### config.mk
export PLATFORM = sky130hd
export DESIGN_NAME = fpu_enc
export DESIGN_NICKNAME = d
export VERILOG_FILES = /design/src/rtl/fpu_pkg.sv /design/src/rtl/fpu_enc_round.sv /design/src/rtl/fpu_enc.sv
export SDC_FILE = /design/constraint.sdc
export NUM_CORES = 1
export LEC_CHECK = 0
export CORE_ASPECT_RATIO = 0.5
export CORE_UTILIZATION = 50
export DETAILED_ROUTE_END_ITERATION = 7
export PLACE_DENSITY_LB_ADDON = 0.25
export RECOVER_POWER = 25
export SLEW_MARGIN = 30
export SYNTH_ARGS = -nofsm -noshare
export SYNTH_HDL_FRONTEND = slang
export SYNTH_HIERARCHICAL = 1
export SYNTH_SLANG_ARGS = --single-unit
### constraint.sdc
create_clock -name fpu_clk -period 13 [get_ports fpu_clk]
set_clock_uncertainty 0.1 [all_clocks]
set_input_delay 1.95 -clock fpu_clk [delete_from_list [all_inputs] [get_ports fpu_clk]]
set_output_delay 1.95 -clock fpu_clk [all_outputs]
set_load 0.05 [all_outputs]
### src/rtl/fpu_pkg.sv
// Shared constants, encodings and stage bundles for the FPU result encoder.
// Imported by fpu_enc and fpu_enc_round.
package fpu_pkg;

  localparam int EXP_W  = 8;
  localparam int FRAC_W = 23;
  localparam int SIG_W  = FRAC_W + 1;
  localparam int OP_W   = 32;
  localparam int MANT_W = SIG_W + 3;
  localparam int EXPI_W = EXP_W + 2;
  localparam int BIAS   = 127;
  localparam int EXP_MAX = (1 << EXP_W) - 1;

  localparam logic [2:0] RM_RNE = 3'b000;
  localparam logic [2:0] RM_RTZ = 3'b001;
  localparam logic [2:0] RM_RDN = 3'b010;
  localparam logic [2:0] RM_RUP = 3'b011;
  localparam logic [2:0] RM_RMM = 3'b100;

  localparam int RT_NAN     = 4;
  localparam int RT_POS_INF = 3;
  localparam int RT_NEG_INF = 2;
  localparam int RT_INDET   = 1;
  localparam int RT_FINITE  = 0;

  localparam int FL_NV = 3;
  localparam int FL_OF = 2;
  localparam int FL_UF = 1;
  localparam int FL_NX = 0;

  localparam logic [OP_W-1:0] QNAN       = 32'h7FC0_0000;
  localparam logic [OP_W-1:0] POS_INF    = 32'h7F80_0000;
  localparam logic [OP_W-1:0] NEG_INF    = 32'hFF80_0000;
  localparam logic [OP_W-1:0] MAX_FINITE = 32'h7F7F_FFFF;

  typedef enum logic [2:0] {
    ST_START,
    ST_NORM,
    ST_ROUND,
    ST_READY,
    ST_WAIT
  } enc_state_e;

  typedef struct packed {
    logic [2:0]        rm;
    logic [4:0]        rtype;
    logic [OP_W-1:0]   nan;
    logic              sign;
    logic [EXPI_W-1:0] exp;
    logic [MANT_W-1:0] m;
    logic              sticky;
    logic              tiny;
    logic              zero;
  } enc_norm_t;

endpackage

### src/rtl/fpu_enc_round.sv
// Rounding, overflow saturation and IEEE-754 packing for the result encoder.
// Purely combinational; fed by the registered NORM-stage bundle.
module fpu_enc_round
  import fpu_pkg::*;
(
  input  enc_norm_t       norm_i,
  output logic [OP_W-1:0] result_o,
  output logic [3:0]      flags_o
);

  logic [SIG_W-1:0]  keep;
  logic [SIG_W-1:0]  keep_r;
  logic [SIG_W:0]    sum;
  logic              g;
  logic              s;
  logic              nx;
  logic              inc;
  logic              directed;
  logic              ovf;
  logic signed [EXPI_W:0] exp_f;
  logic [EXP_W-1:0]  exp_field;
  logic [OP_W-1:0]   sat;

  // increment decision, carry and overflow detection
  always_comb begin
    keep     = norm_i.m[MANT_W-1:3];
    g        = norm_i.m[2];
    s        = (|norm_i.m[1:0]) | norm_i.sticky;
    nx       = g | s;
    inc      = 1'b0;
    directed = 1'b0;
    sat      = {norm_i.sign, POS_INF[OP_W-2:0]};
    unique case (norm_i.rm)
      RM_RTZ: begin
        inc      = 1'b0;
        directed = 1'b1;
        sat      = {norm_i.sign, MAX_FINITE[OP_W-2:0]};
      end
      RM_RDN: begin
        inc      = norm_i.sign & nx;
        directed = 1'b1;
        sat      = norm_i.sign ? NEG_INF : MAX_FINITE;
      end
      RM_RUP: begin
        inc      = ~norm_i.sign & nx;
        directed = 1'b1;
        sat      = norm_i.sign ? {1'b1, MAX_FINITE[OP_W-2:0]}
                               : POS_INF;
      end
      RM_RMM: inc = g;
      default: inc = g & (s | keep[0]);
    endcase
    sum    = {1'b0, keep} + {{SIG_W{1'b0}}, inc};
    keep_r = sum[SIG_W] ? {1'b1, {(SIG_W-1){1'b0}}}
                        : sum[SIG_W-1:0];
    exp_f  = $signed({norm_i.exp[EXPI_W-1], norm_i.exp})
           + $signed({{EXPI_W{1'b0}}, sum[SIG_W]});
    // directed modes flag overflow whenever the exact magnitude
    // exceeds MAX_FINITE, even when truncation keeps it finite
    ovf    = ~norm_i.tiny &
             ((exp_f >= (EXPI_W+1)'(EXP_MAX)) |
              (directed & (norm_i.exp == EXPI_W'(EXP_MAX-1)) &
               (&keep) & nx));
    exp_field = norm_i.tiny ? {{(EXP_W-1){1'b0}}, keep_r[SIG_W-1]}
                            : exp_f[EXP_W-1:0];
  end

  // result type priority and final packing
  always_comb begin
    result_o = '0;
    flags_o  = '0;
    if (norm_i.rtype[RT_NAN]) begin
      result_o = norm_i.nan;
    end else if (norm_i.rtype[RT_INDET]) begin
      result_o       = QNAN;
      flags_o[FL_NV] = 1'b1;
    end else if (norm_i.rtype[RT_POS_INF]) begin
      result_o = POS_INF;
    end else if (norm_i.rtype[RT_NEG_INF]) begin
      result_o = NEG_INF;
    end else if (norm_i.zero) begin
      result_o = {norm_i.sign, {(OP_W-1){1'b0}}};
    end else if (ovf) begin
      result_o       = sat;
      flags_o[FL_OF] = 1'b1;
      flags_o[FL_NX] = 1'b1;
    end else begin
      result_o       = {norm_i.sign, exp_field, keep_r[SIG_W-2:0]};
      flags_o[FL_UF] = norm_i.tiny & nx;
      flags_o[FL_NX] = nx;
    end
  end

endmodule

### src/rtl/fpu_enc.sv
// Single-precision FPU result encoder: capture, denormalize, round, pack.
// START/NORM/ROUND/READY/WAIT handshake with a one-cycle ready pulse.
module fpu_enc
  import fpu_pkg::*;
#(
  parameter int EXPONENT_WIDTH    = 8,
  parameter int FRACTION_WIDTH    = 23,
  parameter int SIGNIFICAND_WIDTH = FRACTION_WIDTH + 1,
  parameter int OPERAND_WIDTH     = 32
) (
  input  logic                           fpu_clk,
  input  logic                           fpu_rst,
  input  logic                           fpu_enc_en_i,
  input  logic [2:0]                     fpu_round_mode_i,
  input  logic [4:0]                     fpu_res_type_i,
  input  logic [OPERAND_WIDTH-1:0]       fpu_res_nan_i,
  input  logic                           fpu_res_sign_i,
  input  logic [EXPONENT_WIDTH+1:0]      fpu_res_exp_i,
  input  logic [SIGNIFICAND_WIDTH+2:0]   fpu_res_sfgnd_i,
  output logic [OPERAND_WIDTH-1:0]       fpu_result_o,
  output logic [3:0]                     fpu_flags_o,
  output logic                           fpu_enc_ready_o
);

  enc_state_e      state;
  enc_norm_t       cap_q;
  enc_norm_t       norm_q;
  enc_norm_t       norm_d;
  logic [OP_W-1:0] rnd_result;
  logic [3:0]      rnd_flags;
  logic signed [EXPI_W:0] sh_full;
  logic [4:0]      sh;
  logic [MANT_W-1:0] mask;

  // denormalize: right shift by (1-e) capped at 27, collect sticky
  always_comb begin
    norm_d        = cap_q;
    norm_d.sticky = 1'b0;
    norm_d.tiny   = 1'b0;
    norm_d.zero   = (cap_q.m == '0);
    sh_full = (EXPI_W+1)'(1)
            - $signed({cap_q.exp[EXPI_W-1], cap_q.exp});
    sh      = (sh_full > (EXPI_W+1)'(MANT_W)) ? 5'(MANT_W)
                                              : sh_full[4:0];
    mask    = ~({MANT_W{1'b1}} << sh);
    if (!norm_d.zero && ($signed(cap_q.exp) <= $signed(EXPI_W'(0)))) begin
      norm_d.m      = cap_q.m >> sh;
      norm_d.sticky = |(cap_q.m & mask);
      norm_d.tiny   = 1'b1;
      norm_d.exp    = '0;
    end
  end

  fpu_enc_round u_round (
    .norm_i   (norm_q),
    .result_o (rnd_result),
    .flags_o  (rnd_flags)
  );

  // handshake FSM with input capture, stage register and output registers
  always_ff @(posedge fpu_clk or posedge fpu_rst) begin
    if (fpu_rst) begin
      state           <= ST_START;
      cap_q           <= '0;
      norm_q          <= '0;
      fpu_result_o    <= '0;
      fpu_flags_o     <= '0;
      fpu_enc_ready_o <= 1'b0;
    end else begin
      fpu_enc_ready_o <= 1'b0;
      unique case (state)
        ST_START: begin
          if (fpu_enc_en_i) begin
            cap_q.rm     <= fpu_round_mode_i;
            cap_q.rtype  <= fpu_res_type_i;
            cap_q.nan    <= fpu_res_nan_i;
            cap_q.sign   <= fpu_res_sign_i;
            cap_q.exp    <= fpu_res_exp_i;
            cap_q.m      <= fpu_res_sfgnd_i;
            cap_q.sticky <= 1'b0;
            cap_q.tiny   <= 1'b0;
            cap_q.zero   <= 1'b0;
            state        <= ST_NORM;
          end
        end
        ST_NORM: begin
          if (!fpu_enc_en_i) begin
            state <= ST_START;
          end else begin
            norm_q <= norm_d;
            state  <= ST_ROUND;
          end
        end
        ST_ROUND: begin
          if (!fpu_enc_en_i) begin
            state <= ST_START;
          end else begin
            fpu_result_o    <= rnd_result;
            fpu_flags_o     <= rnd_flags;
            fpu_enc_ready_o <= 1'b1;
            state           <= ST_READY;
          end
        end
        ST_READY: begin
          state <= fpu_enc_en_i ? ST_WAIT : ST_START;
        end
        ST_WAIT: begin
          if (!fpu_enc_en_i) begin
            state <= ST_START;
          end
        end
        default: state <= ST_START;
      endcase
    end
  end

endmodule

======== After elaboration in Yosys (flattened, before gate mapping) ========
Index checks and enable logic that the tools add are counted.
storage, ports and cells
  register bits ........................... 199
  bits in latches ......................... 0
  RAM bits ................................ 0
  ROM bits ................................ 0
  bits of input ports ..................... 81
  output and inout port bits .............. 37
  word-level logic and storage cells ...... 98
  memories ................................ 0
operators by class
  $add $sub $neg .......................... 3
  multiply operators ...................... 0
  div/mod/pow operators ................... 0
  order comparisons ....................... 3
  equality and inequality tests ........... 11
  shift-type cells ........................ 2
  mux-type cells .......................... 32
  bitwise gates (word level) .............. 16
  reductions and logical operators ........ 12
operators with widths
  cell                                                                                  number
  32-bit 2-to-1 mux                                                                     8
  32-bit case mux with 3 select lines                                                   1
  39-bit 2-to-1 mux                                                                     1
  27-bit bitwise AND                                                                    1
  27-bit logical NOT                                                                    1
  27-bit NOT                                                                            1
  27-bit OR reduction                                                                   1
  27-bit by 5-bit left shift with 27-bit output, first input constant                   1
  27-bit by 5-bit >> shifter with 27-bit output                                         1
  24-bit by 1-bit adder with 25-bit output                                              1
  24-bit 2-to-1 mux                                                                     1
  24-bit AND reduction                                                                  1
  3-bit 2-to-1 mux                                                                      7
  3-bit case mux with 5 select lines                                                    1
  3-bit by 2-bit == test with 1-bit output, second input constant                       4
  10-bit by 2-bit adder with 11-bit output                                              1
  11-bit by 9-bit greater-or-equal comparator with 1-bit output, second input constant  1
  11-bit by 6-bit greater-than comparator with 1-bit output, second input constant      1
  2-bit by 10-bit subtractor with 11-bit output, first input constant                   1
  10-bit by 8-bit == test with 1-bit output, second input constant                      1
  10-bit by 1-bit less-or-equal comparator with 1-bit output, second input constant     1
  1-bit bitwise AND                                                                     8
  8-bit 2-to-1 mux                                                                      1
  2-bit AND reduction                                                                   4
  other kinds (15)                                                                      29

======== Logic depth before layout (Yosys ltp) ========
Gate-level depths: netlist of run 1.
  word-level depth ........................ 16
  depth in mapped cells ................... 22
  depth with buffers taken out ............ 20

======== Modules after synthesis ========
The synthesis of run 1 kept the hierarchy.
modules (own cells, without submodules)
  module         instances  cells an instance  area an instance (um2)  seq. area each (um2)
  fpu_enc        1          1,027              10,078.4                4,979.8
  fpu_enc_round  1          231                1,580.3                 0.0

======== Worst setup path before layout of run 1 ========
OpenSTA, ideal clock, no wires.
  path type ............................... register -> register
  start ................................... register norm_q[5] in the netlist's numbering
  end ..................................... register fpu_result_o[21]
  library setup time ...................... 67 ps
  data arrival time ....................... 4,338 ps
  data required time ...................... 12,833 ps
  path slack .............................. 8,496 ps
  cell stages (with the launch flop) ...... 20
  buffers on the path ..................... 2
  period minus slack after synthesis ...... 4,504 ps
  path through ............................ dfrtp_1 > or4_1 > nand3_1 > o21ai_0 > ha_1 > ha_1 > and3_1 > clkbuf_1 > nand4_1 > inv_1 > ha_1 > ha_1 > xnor2_1 > or3_1 > a2111oi_2 > o31ai_2 > or4_4 > buf_6 > o211ai_2 > mux2_2
on the way
  longest elaborated chain between the ends .. 14
  elaborated cells on any way between the ends .. 18
  those cells by class .................... add/sub (2); order compare (1); mux (8); bitwise (7)
ends and longest elaborated chain
  what                                                           RTL line                                  text
  from (decl)                                                    fpu_enc.sv:27                             enc_norm_t norm_q;
  from (signal assigned)                                         fpu_enc.sv:90                             norm_q <= norm_d;
  1-bit bitwise OR                                               fpu_enc_round.sv:29                       nx = g | s;
  1-bit bitwise AND, on equally long branches                    fpu_enc_round.sv:45, fpu_enc_round.sv:40
  1-bit case mux with 4 select lines                             fpu_enc_round.sv:33                       unique case (norm_i.rm)
  24-bit by 1-bit adder with 25-bit output                       fpu_enc_round.sv:53                       sum = {1'b0, keep} + {{SIG_W{1'b0}}, inc};
  10-bit by 2-bit adder with 11-bit output                       fpu_enc_round.sv:57                       + $signed({{EXPI_W{1'b0}}, sum[SIG_W]});
  11-bit by 9-bit greater-or-equal comparator with 1-bit output  fpu_enc_round.sv:61                       ((exp_f >= (EXPI_W+1)'(EXP_MAX)) |
  1-bit bitwise OR                                               fpu_enc_round.sv:61
  1-bit bitwise AND                                              fpu_enc_round.sv:60                       ovf = ~norm_i.tiny &
  32-bit 2-to-1 mux *                                            fpu_enc_round.sv:83                       end else if (ovf) begin
  32-bit 2-to-1 mux *                                            fpu_enc_round.sv:81                       end else if (norm_i.zero) begin
  32-bit 2-to-1 mux *                                            fpu_enc_round.sv:79                       end else if (norm_i.rtype[RT_NEG_INF]) begin
  32-bit 2-to-1 mux *                                            fpu_enc_round.sv:77                       end else if (norm_i.rtype[RT_POS_INF]) begin
  32-bit 2-to-1 mux *                                            fpu_enc_round.sv:74                       end else if (norm_i.rtype[RT_INDET]) begin
  32-bit 2-to-1 mux *                                            fpu_enc_round.sv:72                       if (norm_i.rtype[RT_NAN]) begin
  named net rnd_result[21]                                       fpu_enc.sv:29                             logic [OP_W-1:0] rnd_result;
  to (signal assigned)                                           fpu_enc.sv:98                             fpu_result_o <= rnd_result;
  to (decl)                                                      fpu_enc.sv:20                             output logic [OPERAND_WIDTH-1:0] fpu_result_o,
The timed path passes the listed nets; every way through them passes the cells marked *.
A chain may end at the register's enable or synchronous reset.

==> reports/metrics.yaml, run 1 <==
gp_congestion: 0.959
die_h_um: 110
dpl_worst_slack_ns: 7.80
timing.final.ws_setup_ns: 6.83
syn_inst: 1252
die-area_sq_mm: 0.0238
numPortBuffers: 116
irDropWorstVdd_uv: 159
syn_avg_cell_area_sq_um: 9.25
power_leakage_nw: 5.57
seq_area_sq_mm: 0.00493
nets: 1389
fp.dieW_um: 217
clk_pin_slew_ns: 0.07
drc: 0
path_cells: "dlygate4sd3_1, clkinvlp_2"
rr_worst_depth: 17
outcome: "finished with violations"
tightest_slew_ns: 5.11
rsz0062_at_grt: "no"
insertion_delay_ns: 0.46
synth_area_sq_mm: 0.0116
synthesis.nets: 1340
cp-start-kind: "input pin"
r2r-end: "fpu_result_o[1]$_DFFE_PP0P_"
start_util_pct: 52.2
wirelength_um: 37400
ctsRootBufferMaster: "clkbuf_16"
endpoint: "cap_q[31]$_DFFE_PP0P_"
setup_violations: 0
wire_per_inst_um: 23.2
drive_gt1_share_pct: 15.9
placed_area_sq_mm: 0.0129
antenna_found_initial: 0
r2r_slack_ns: 7.75
drv_slew: 119
hold_viol: 0
setup.worst_path.start: "fpu_rst"
crit_path_top_delay_cell: "clkinvlp_2"
design_area_sq_mm: 0.0134
clock_path_buffers: 2
ant_nets: 0
fmax_ghz: 0.162
n_fill_cell: 1940
cpLargestDelayFamily: "buffers and inverters"
cts_tree: "yes"
gr-total-overflow: 0
r2r_start: "norm_q[5]$_DFFE_PP0P_"
dr_total_vias: 10240
grt_pass1_wl_um: 58300
coreArea_sq_mm: 0.0222
fin_hold_ws_ns: 0.356
maxCapViolCount: 1
slew_headroom_pct: -243
yosys_warnings: 6
path_max_fanout: 118
drt_iter0_drc: 1195
insertedDiodeCount: 0
drtPass1Iterations: 5
grt_use_total_pct: 32.5
worstSetupPathDepth: 2
worstSetupPathType: "input pin to async pin"
cp_num_buf_inv: 2
fin_tns_setup_ns: 0
syn_to_final_growth_pct: 15.9
crit_path_max_incr_delay_ns: 2.87
rows: 38
dp_cells: 1582
cts_setup_buffers: 0
vias_per_cell: 6.35
cts_buffers: 17
grt_pass1_vias: 9851
cts_resized: 0
hpwlAfterDp_um: 25700
min_path_type: "register to register"
io-pin-count: 118
h-tree-depth: 4
min_period_ns: 6.17
cts.hold.buffers_added: 0
final_cell_count_no_fill: 1613
cts.sinks: 197
multi_input_area_sq_mm: 0.00618
min_period_over_period_pct: 47.5
worstPathArrival_ns: 5.42
violations: "capacitance limit, slew limit"
power_density_mw_per_mm2: 228
grt_max_degree: 119
worst_setup_path_end_kind: "async pin"
cp.required_ns: 12.25
worst min-delay path by stage:
stage / cells past startpoint / end / from
after CTS: 2 / norm_q[43]$_DFFE_PP0P_ / cap_q[43]$_DFFE_PP0P_
after global placement: 2 / norm_q[65]$_DFFE_PP0P_ / cap_q[65]$_DFFE_PP0P_
final: 2 / norm_q[43]$_DFFE_PP0P_ / cap_q[43]$_DFFE_PP0P_
after global routing: 2 / norm_q[43]$_DFFE_PP0P_ / cap_q[43]$_DFFE_PP0P_
after detailed placement: 2 / norm_q[45]$_DFFE_PP0P_ / cap_q[45]$_DFFE_PP0P_
after floorplan: 2 / norm_q[40]$_DFFE_PP0P_ / cap_q[40]$_DFFE_PP0P_
layer usage:
| metal | wire length (um) | GRT usage [%] |
|---|---|---|
| met1 | 17700 | 48.1 |
| met2 | 15800 | 47.9 |
| met4 | 746 | 10.4 |
| met3 | 3150 | 5.98 |
| met5 | 0 | 0 |
cell usage in the layout, fill, tap and decap left out, types with 13 or more instances in the layout:
cell             count
a21oi_1             57
a31oi_1             18
buf_4               15
clkbuf_16           17
clkdlybuf4s50_1    114
dfrtp_1            196
inv_1               19
mux2_2             111
mux2i_1             24
nand2_1            235
nand3_1             30
nand4_1             15
nor2_1              80
nor3_1              20
nor4_1              13
o211ai_2            20
o21ai_0             58
or3_1               18
xor2_1              16
through the flow:
stage / util (%) / power [mW]
finish: 60.5 / 3.06
global route: 60.5 / 3.21
CTS: 60.5 / 3.03
detailed placement: 57.9 / 2.50
global placement: 57.9 / 2.47
floorplan: - / 2.00
power breakdown:
group,switching [mW],internal (mW)
logic,0.884,0.533
registers,0.286,0.826
clock network,0.260,0.270
total,1.43,1.63
sequential cells by signal, summed over array words and instances (netlist names):
signal,cells
norm_q,80
cap_q,77
fpu_result_o,32
fpu_flags_o,4
state,3
fpu_enc_ready_o,1
final cells by class:
| cell class | instances | share of cell area [%] |
|---|---|---|
| Multi-Input combinational cell | 932 | 46.1 |
| Sequential cell | 197 | 36.7 |
| Timing Repair Buffer | 132 | 9.57 |
| Clock buffer | 18 | 3.20 |
| Tap cell | 300 | 2.80 |
| Clock inverter | 13 | 1.04 |
| Inverter | 21 | 0.597 |
Power figures use the tool's default switching activity.
==> run 2, diff against run 1 <==
Clock period 13 ns to 6.3 ns, I/O delays scaled along.
==> run 2 against run 1 <==
- critical path type is now register to register
- total power grew 110%
- cell count grew 0.43%
- clock power grew 110%
- sequential cell count is the same
- non-clock buffer count grew 6
- clock-buffer cell count shrank 1
- first-iteration DRC count grew 4.3%
- the run ends with DRC, capacitance limit, slew limit left
- highest routed layer unchanged
- worst hold slack gained 0.0095 ns
- global-route usage shrank 0.10 points
- setup slack lost 5.8 ns
- wire length shrank 0.41%
==> reports/metrics.yaml, run 2 (synthesis gave the netlist of run 1 again) <==
cpLargestDelayFamily: "simple AND/OR/NAND/NOR gates"
tightest_slew_ns: 2.63  # -2.49 ns
largest_register: "norm_q"
fmax_ghz: 0.190
setup_violations: 0  # unchanged
cp.required_ns: 6.54  # -5.71 ns
placed_area_sq_mm: 0.0129  # +0.42%
violations: "DRC, capacitance limit, slew limit"
io-pin-count: 118  # unchanged
cts_resized: 0  # unchanged
grt_use_total_pct: 32.4  # -0.10 points
timing.final.ws_setup_ns: 1.05  # -5.78 ns
fin_tns_setup_ns: 0  # unchanged
hpwlAfterDp_um: 25800  # +0.45%
crit_top_cell: "ha_1"
layout_common_cells: "nand2_1 (235), dfrtp_1 (196), clkdlybuf4s50_1 (114), mux2_2 (111), nor2_1 (80)"
irDropWorstVdd_uv: 268  # +68%
gp_congestion: 0.974  # +1.6%
clock_path_buffers: 2  # unchanged
grt_pass1_vias: 9821  # -0.30%
cts.hold.buffers_added: 0  # unchanged
insertedDiodeCount: 0  # unchanged
cts_tree: "yes"
min_path_type: "register to register"
fp.dieW_um: 217  # unchanged
top_regs: "norm_q (80), cap_q (77), fpu_result_o (32)"
crit_path_max_incr_delay_ns: 0.62  # -2.25 ns
layout_commonest_cell: "nand2_1"
ctsRootBufferMaster: "clkbuf_16"
power_leakage_nw: 5.61  # +0.74%
rsz0062_at_grt: "no"
drc: 5  # +5
nets: 1395  # +0.43%
design_area_sq_mm: 0.0135  # +0.67%
cp-start-kind: "register"
clk_pin_slew_ns: 0.08  # about the same
worstPathArrival_ns: 5.49  # +0.07 ns
wirelength_um: 37200  # -0.41%
min_period_over_period_pct: 83.4
drv_slew: 130  # +9.2%
antenna_found_initial: 0  # unchanged
worstSetupPathType: "register to register"
maxCapViolCount: 3  # +2
numPortBuffers: 116  # unchanged
wire_per_inst_um: 23.0  # -0.84%
die-area_sq_mm: 0.0238  # unchanged
gr-total-overflow: 0  # unchanged
ant_nets: 0  # unchanged
n_fill_cell: 1910  # -1.5%
syn_to_final_growth_pct: 16.6
drtPass1Iterations: 8  # +3
worst_setup_path_end_kind: "register"
cts.sinks: 197  # unchanged
cp_num_buf_inv: 1  # -1
path_max_fanout: 12  # -90%
largest_reg_flops: 80  # unchanged
slew_headroom_pct: -75.1  # +170 points
cts_setup_buffers: 0  # unchanged
outcome: "finished with violations"
grt_max_degree: 84  # -29%
dr_total_vias: 10284  # +0.43%
totalPowerFinal_mw: 6.38  # +110%
start_util_pct: 52.2  # unchanged
vias_per_cell: 6.35  # about the same
hold_viol: 0  # unchanged
cts_buffers: 17  # unchanged
grt_pass1_wl_um: 58300  # unchanged
crit_path_top_delay_cell: "or4_1"
drt_iter0_drc: 1246  # +4.3%
min_period_ns: 5.25
coreArea_sq_mm: 0.0222  # unchanged
die_h_um: 110  # unchanged
power_density_mw_per_mm2: 472  # +110%
insertion_delay_ns: 0.46  # about the same
dpl_worst_slack_ns: 1.14  # -6.65 ns
drive_gt1_share_pct: 16.0  # +0.067 points
path_cells: "or4_1, nand3_1, o21ai_0, ha_1, ha_1, and3_1, nand4_1, inv_1, ha_1, ha_1, xnor2_1, or3_1, a2111oi_2, o31ai_2, nand2_1, o211ai_2, mux2_2"
rows: 38  # unchanged
h-tree-depth: 4  # unchanged
## run 2: final timing paths
path / start / endpoint / slack (ns) / cells after the start
max: norm_q[5]$_DFFE_PP0P_ / fpu_result_o[4]$_DFFE_PP0P_ / 1.05 / 17
min: cap_q[55]$_DFFE_PP0P_ / norm_q[55]$_DFFE_PP0P_ / 0.37 / 2
max reg2reg: norm_q[5]$_DFFE_PP0P_ / fpu_result_o[4]$_DFFE_PP0P_ / 1.05 / 17
min reg2reg: cap_q[55]$_DFFE_PP0P_ / norm_q[55]$_DFFE_PP0P_ / 0.37 / 2
max in group asynchronous: fpu_rst / cap_q[16]$_DFFE_PP0P_ / 1.27 / 4
min in group asynchronous: fpu_rst / cap_q[69]$_DFFE_PP0P_ / 0.96 / 2
## run 2: final cells by class
type / count / area [sq um] / area share (%)
Clock buffer: 17 / 425 / 3.15
Clock inverter: 15 / 180 / 1.33
Inverter: 21 / 80.1 / 0.593
Multi-Input combinational cell: 932 / 6170 / 45.7
Sequential cell: 197 / 4930 / 36.5
Tap cell: 300 / 375 / 2.78
Timing Repair Buffer: 138 / 1350 / 9.97
## run 2: worst reg2reg max path, cell delays in order, from the launching register on
cell	delay (ns)
dfrtp_1	0.41
or4_1	0.62
nand3_1	0.12
o21ai_0	0.10
ha_1	0.25
ha_1	0.27
and3_1	0.27
nand4_1	0.16
inv_1	0.06
ha_1	0.20
ha_1	0.25
xnor2_1	0.17
or3_1	0.40
a2111oi_2	0.46
o31ai_2	0.23
nand2_1	0.62
o211ai_2	0.17
mux2_2	0.30
## run 2: routing by layer
layer  track usage, %  vias up  wire [um]
li1                 -     4631          -
met2             47.1      497      15900
met4             10.2        0        639
met5                0        -          0
met3             6.61       59       3440
met1             48.1     5097      17300
## run 2: power by group
| part | switching (mW) | leakage [nW] | total, mW | internal, mW |
|---|---|---|---|---|
| logic | 1.82 | 2.90 | 2.94 | 1.12 |
| registers | 0.610 | 2.40 | 2.31 | 1.70 |
| clock network | 0.557 | 0.300 | 1.13 | 0.571 |
## run 2: per-stage QoR
stage	utilization, %	hold slack [ns]	instances
finish	60.9	0.366	1620
global route	60.9	0.392	1620
CTS	60.9	0.370	1619
detailed placement	58.2	0.353	1587
global placement	58.0	0.346	1586
floorplan	-	0.335	1252
==> run 3, diff against run 2 <==
Clock period 6.3 ns to 4.5 ns, I/O delays scaled along.
==> run 3 against run 2 <==
- core utilization grew 1.8 points
- combinational power is 48% higher
- via count is 2.4% higher
- sequential cell count did not move
- clock-buffer cell count up 1
- clock power up 44%
- largest cell class unchanged
- highest routed layer unchanged
- sequential power is 40% higher
- the flow now finishes without violations
- total power is 44% higher
- largest power group unchanged
==> reports/metrics.yaml, run 3 (synthesis gave the netlist of run 1 again) <==
nets: 1433  # +2.7%
ant_nets: 0  # unchanged
drv_slew: 0  # -100%
syn_to_final_growth_pct: 20.1
worst_setup_path_end_kind: "register"
fp.dieW_um: 217  # unchanged
maxCapViolCount: 0  # -3
holdPathStages: 2  # unchanged
drc: 0  # -5
outcome: "completed"
layout_commonest_cell: "nand2_1"
wirelength_um: 38800  # +4.4%
vias_per_cell: 6.35  # about the same
largest_reg_flops: 80  # unchanged
clk_pin_slew_ns: 0.08  # about the same
dr_total_vias: 10532  # +2.4%
h-tree-depth: 4  # unchanged
grt_pass1_vias: 10189  # +3.7%
netSwitchingFraction_pct: 46.1  # -0.78 points
grt_use_total_pct: 33.6  # +1.3 points
tightest_slew_ns: 1.49  # -1.14 ns
timing.final.ws_setup_ns: 0.109  # -0.936 ns
drt_iter0_drc: 1350  # +8.3%
hold_viol: 0  # unchanged
n_fill_cell: 1891  # -0.99%
top_regs: "norm_q (80), cap_q (77), fpu_result_o (32)"
final_util_pct: 62.7  # +1.8 points
totalPowerFinal_mw: 9.22  # +44%
cts.hold.buffers_added: 0  # unchanged
worstPathArrival_ns: 4.69  # -0.80 ns
p_seq_share_pct: 35.0  # -1.2 points
insertedDiodeCount: 0  # unchanged
drive_gt1_share_pct: 19.1  # +3.2 points
hpwlAfterDp_um: 27600  # +7.2%
power_leakage_nw: 5.82  # +3.9%
power_density_mw_per_mm2: 662  # +40%
worstSetupPathType: "register to register"
path_cells: "or4_4, nand3_1, o21ai_0, ha_2, ha_1, and3_1, nand4_1, inv_1, ha_1, ha_4, xnor2_2, or3_4, a2111oi_4, o31ai_2, or4_4, buf_8, o211ai_2, mux2_2"
path_max_fanout: 7  # -5
clockPowerShare_pct: 17.7  # about the same
cts_buffers: 17  # unchanged
rr_worst_depth: 18  # +1
largest_register: "norm_q"
crit_path_top_delay_cell: "or4_4"
dpl_worst_slack_ns: -0.0628  # -1.21 ns
grt_max_degree: 80  # -4.8%
die-area_sq_mm: 0.0238  # unchanged
numPortBuffers: 116  # unchanged
cp-start-kind: "register"
min_period_ns: 4.39  # -0.864 ns
layout_common_cells: "nand2_1 (234), dfrtp_1 (196), clkdlybuf4s50_1 (114), mux2_2 (111), nor2_1 (80)"
cts_tree: "yes"
min_period_over_period_pct: 97.6  # +14 points
io-pin-count: 118  # unchanged
grt_pass1_wl_um: 59800  # +2.6%
slew_headroom_pct: 0.762  # +76 points
cp.required_ns: 4.80  # -1.74 ns
gp_congestion: 0.971  # -0.37%
antenna_found_initial: 1  # +1
clock_path_buffers: 2  # unchanged
irDropWorstVdd_uv: 400  # +49%
wire_per_inst_um: 23.4  # +2.0%
internal_power_mw: 4.97  # +47%
multi_input_area_sq_mm: 0.00623  # +0.99%
p_comb_share_pct: 47.3  # +1.2 points
switchingPower_mw: 4.25  # +42%
seq_area_sq_mm: 0.00493  # unchanged
fin_hold_ws_ns: 0.361  # -0.00513 ns
cts.sinks: 197  # unchanged
fmax_ghz: 0.228  # +20%
start_util_pct: 52.2  # unchanged
insertion_delay_ns: 0.46  # about the same
setup_violations: 0  # unchanged
drtPass1Iterations: 6  # -2
ctsRootBufferMaster: "clkbuf_16"
gr-total-overflow: 0  # unchanged
rows: 38  # unchanged
die_h_um: 110  # unchanged
coreArea_sq_mm: 0.0222  # unchanged
min_path_type: "register to register"
crit_path_max_incr_delay_ns: 0.55  # -0.07 ns
-- run 3: repair_timing --
item,4_1_cts,5_1_grt
pin swaps,1,2
cloned,0,1
setup endpoints to repair,20,23
setup buffers,0,4
resized for setup,0,17
-- run 3: per-stage QoR --
stage                     TNS, ns  instance area, sq um  cells
after floorplan                 0                 11600   1252
after global placement          0                 13200   1620
after detailed placement   -0.659                 13200   1620
after CTS                       0                 13800   1652
after global routing      -0.0577                 13900   1658
final                           0                 13900   1658
-- run 3: path summary, 6_finish.rpt --
kind,start,to,slack [ns]
worst max register to register,norm_q[5]$_DFFE_PP0P_,fpu_result_o[6]$_DFFE_PP0P_,0.11
max in group asynchronous,fpu_rst,cap_q[12]$_DFFE_PP0P_,0.60
worst min-delay path,cap_q[44]$_DFFE_PP0P_,norm_q[44]$_DFFE_PP0P_,0.36
worst max-delay path,norm_q[5]$_DFFE_PP0P_,fpu_result_o[6]$_DFFE_PP0P_,0.11
min in group asynchronous,fpu_rst,fpu_enc_ready_o$_DFF_PP0_,0.69
worst min register to register,cap_q[44]$_DFFE_PP0P_,norm_q[44]$_DFFE_PP0P_,0.36
-- run 3: critical path: cells and delay by family, from the launching register on --
family / cells / cell delay [ns]
AOI/OAI and AO/OA: 4 / 0.63
muxes: 1 / 0.17
buffers and inverters: 2 / 0.23
DFF: 1 / 0.40
xor gates and xnor gates: 1 / 0.16
adders and majority gates: 4 / 0.79
and+or+nand+nor: 6 / 1.84
-- run 3: metal layers --
metal	GRT usage [%]	wire (um)
met1	48.2	18000
met2	50.0	16700
met3	9.21	3500
met4	8.95	641
met5	0	0
-- run 3: final cells by class --
| cell class | instances | share of cell area (%) |
|---|---|---|
| Clock buffer | 18 | 3.16 |
| Clock inverter | 14 | 1.31 |
| Inverter | 21 | 0.575 |
| Multi-Input combinational cell | 932 | 44.8 |
| Sequential cell | 197 | 35.4 |
| Tap cell | 300 | 2.70 |
| Timing Repair Buffer | 176 | 12.0 |
-- run 3: power groups by stage --
stage          Sequential (mW)  Clock [mW]  Combinational (mW)
2_1_floorplan             3.29           0                2.49
4_1_cts                   3.19        1.65                4.22
6_report                  3.23        1.63                4.36
3_3_place_gp              3.19           0                4.13
3_5_place_dp              3.22           0                4.19
5_1_grt                   3.31        1.73                4.66
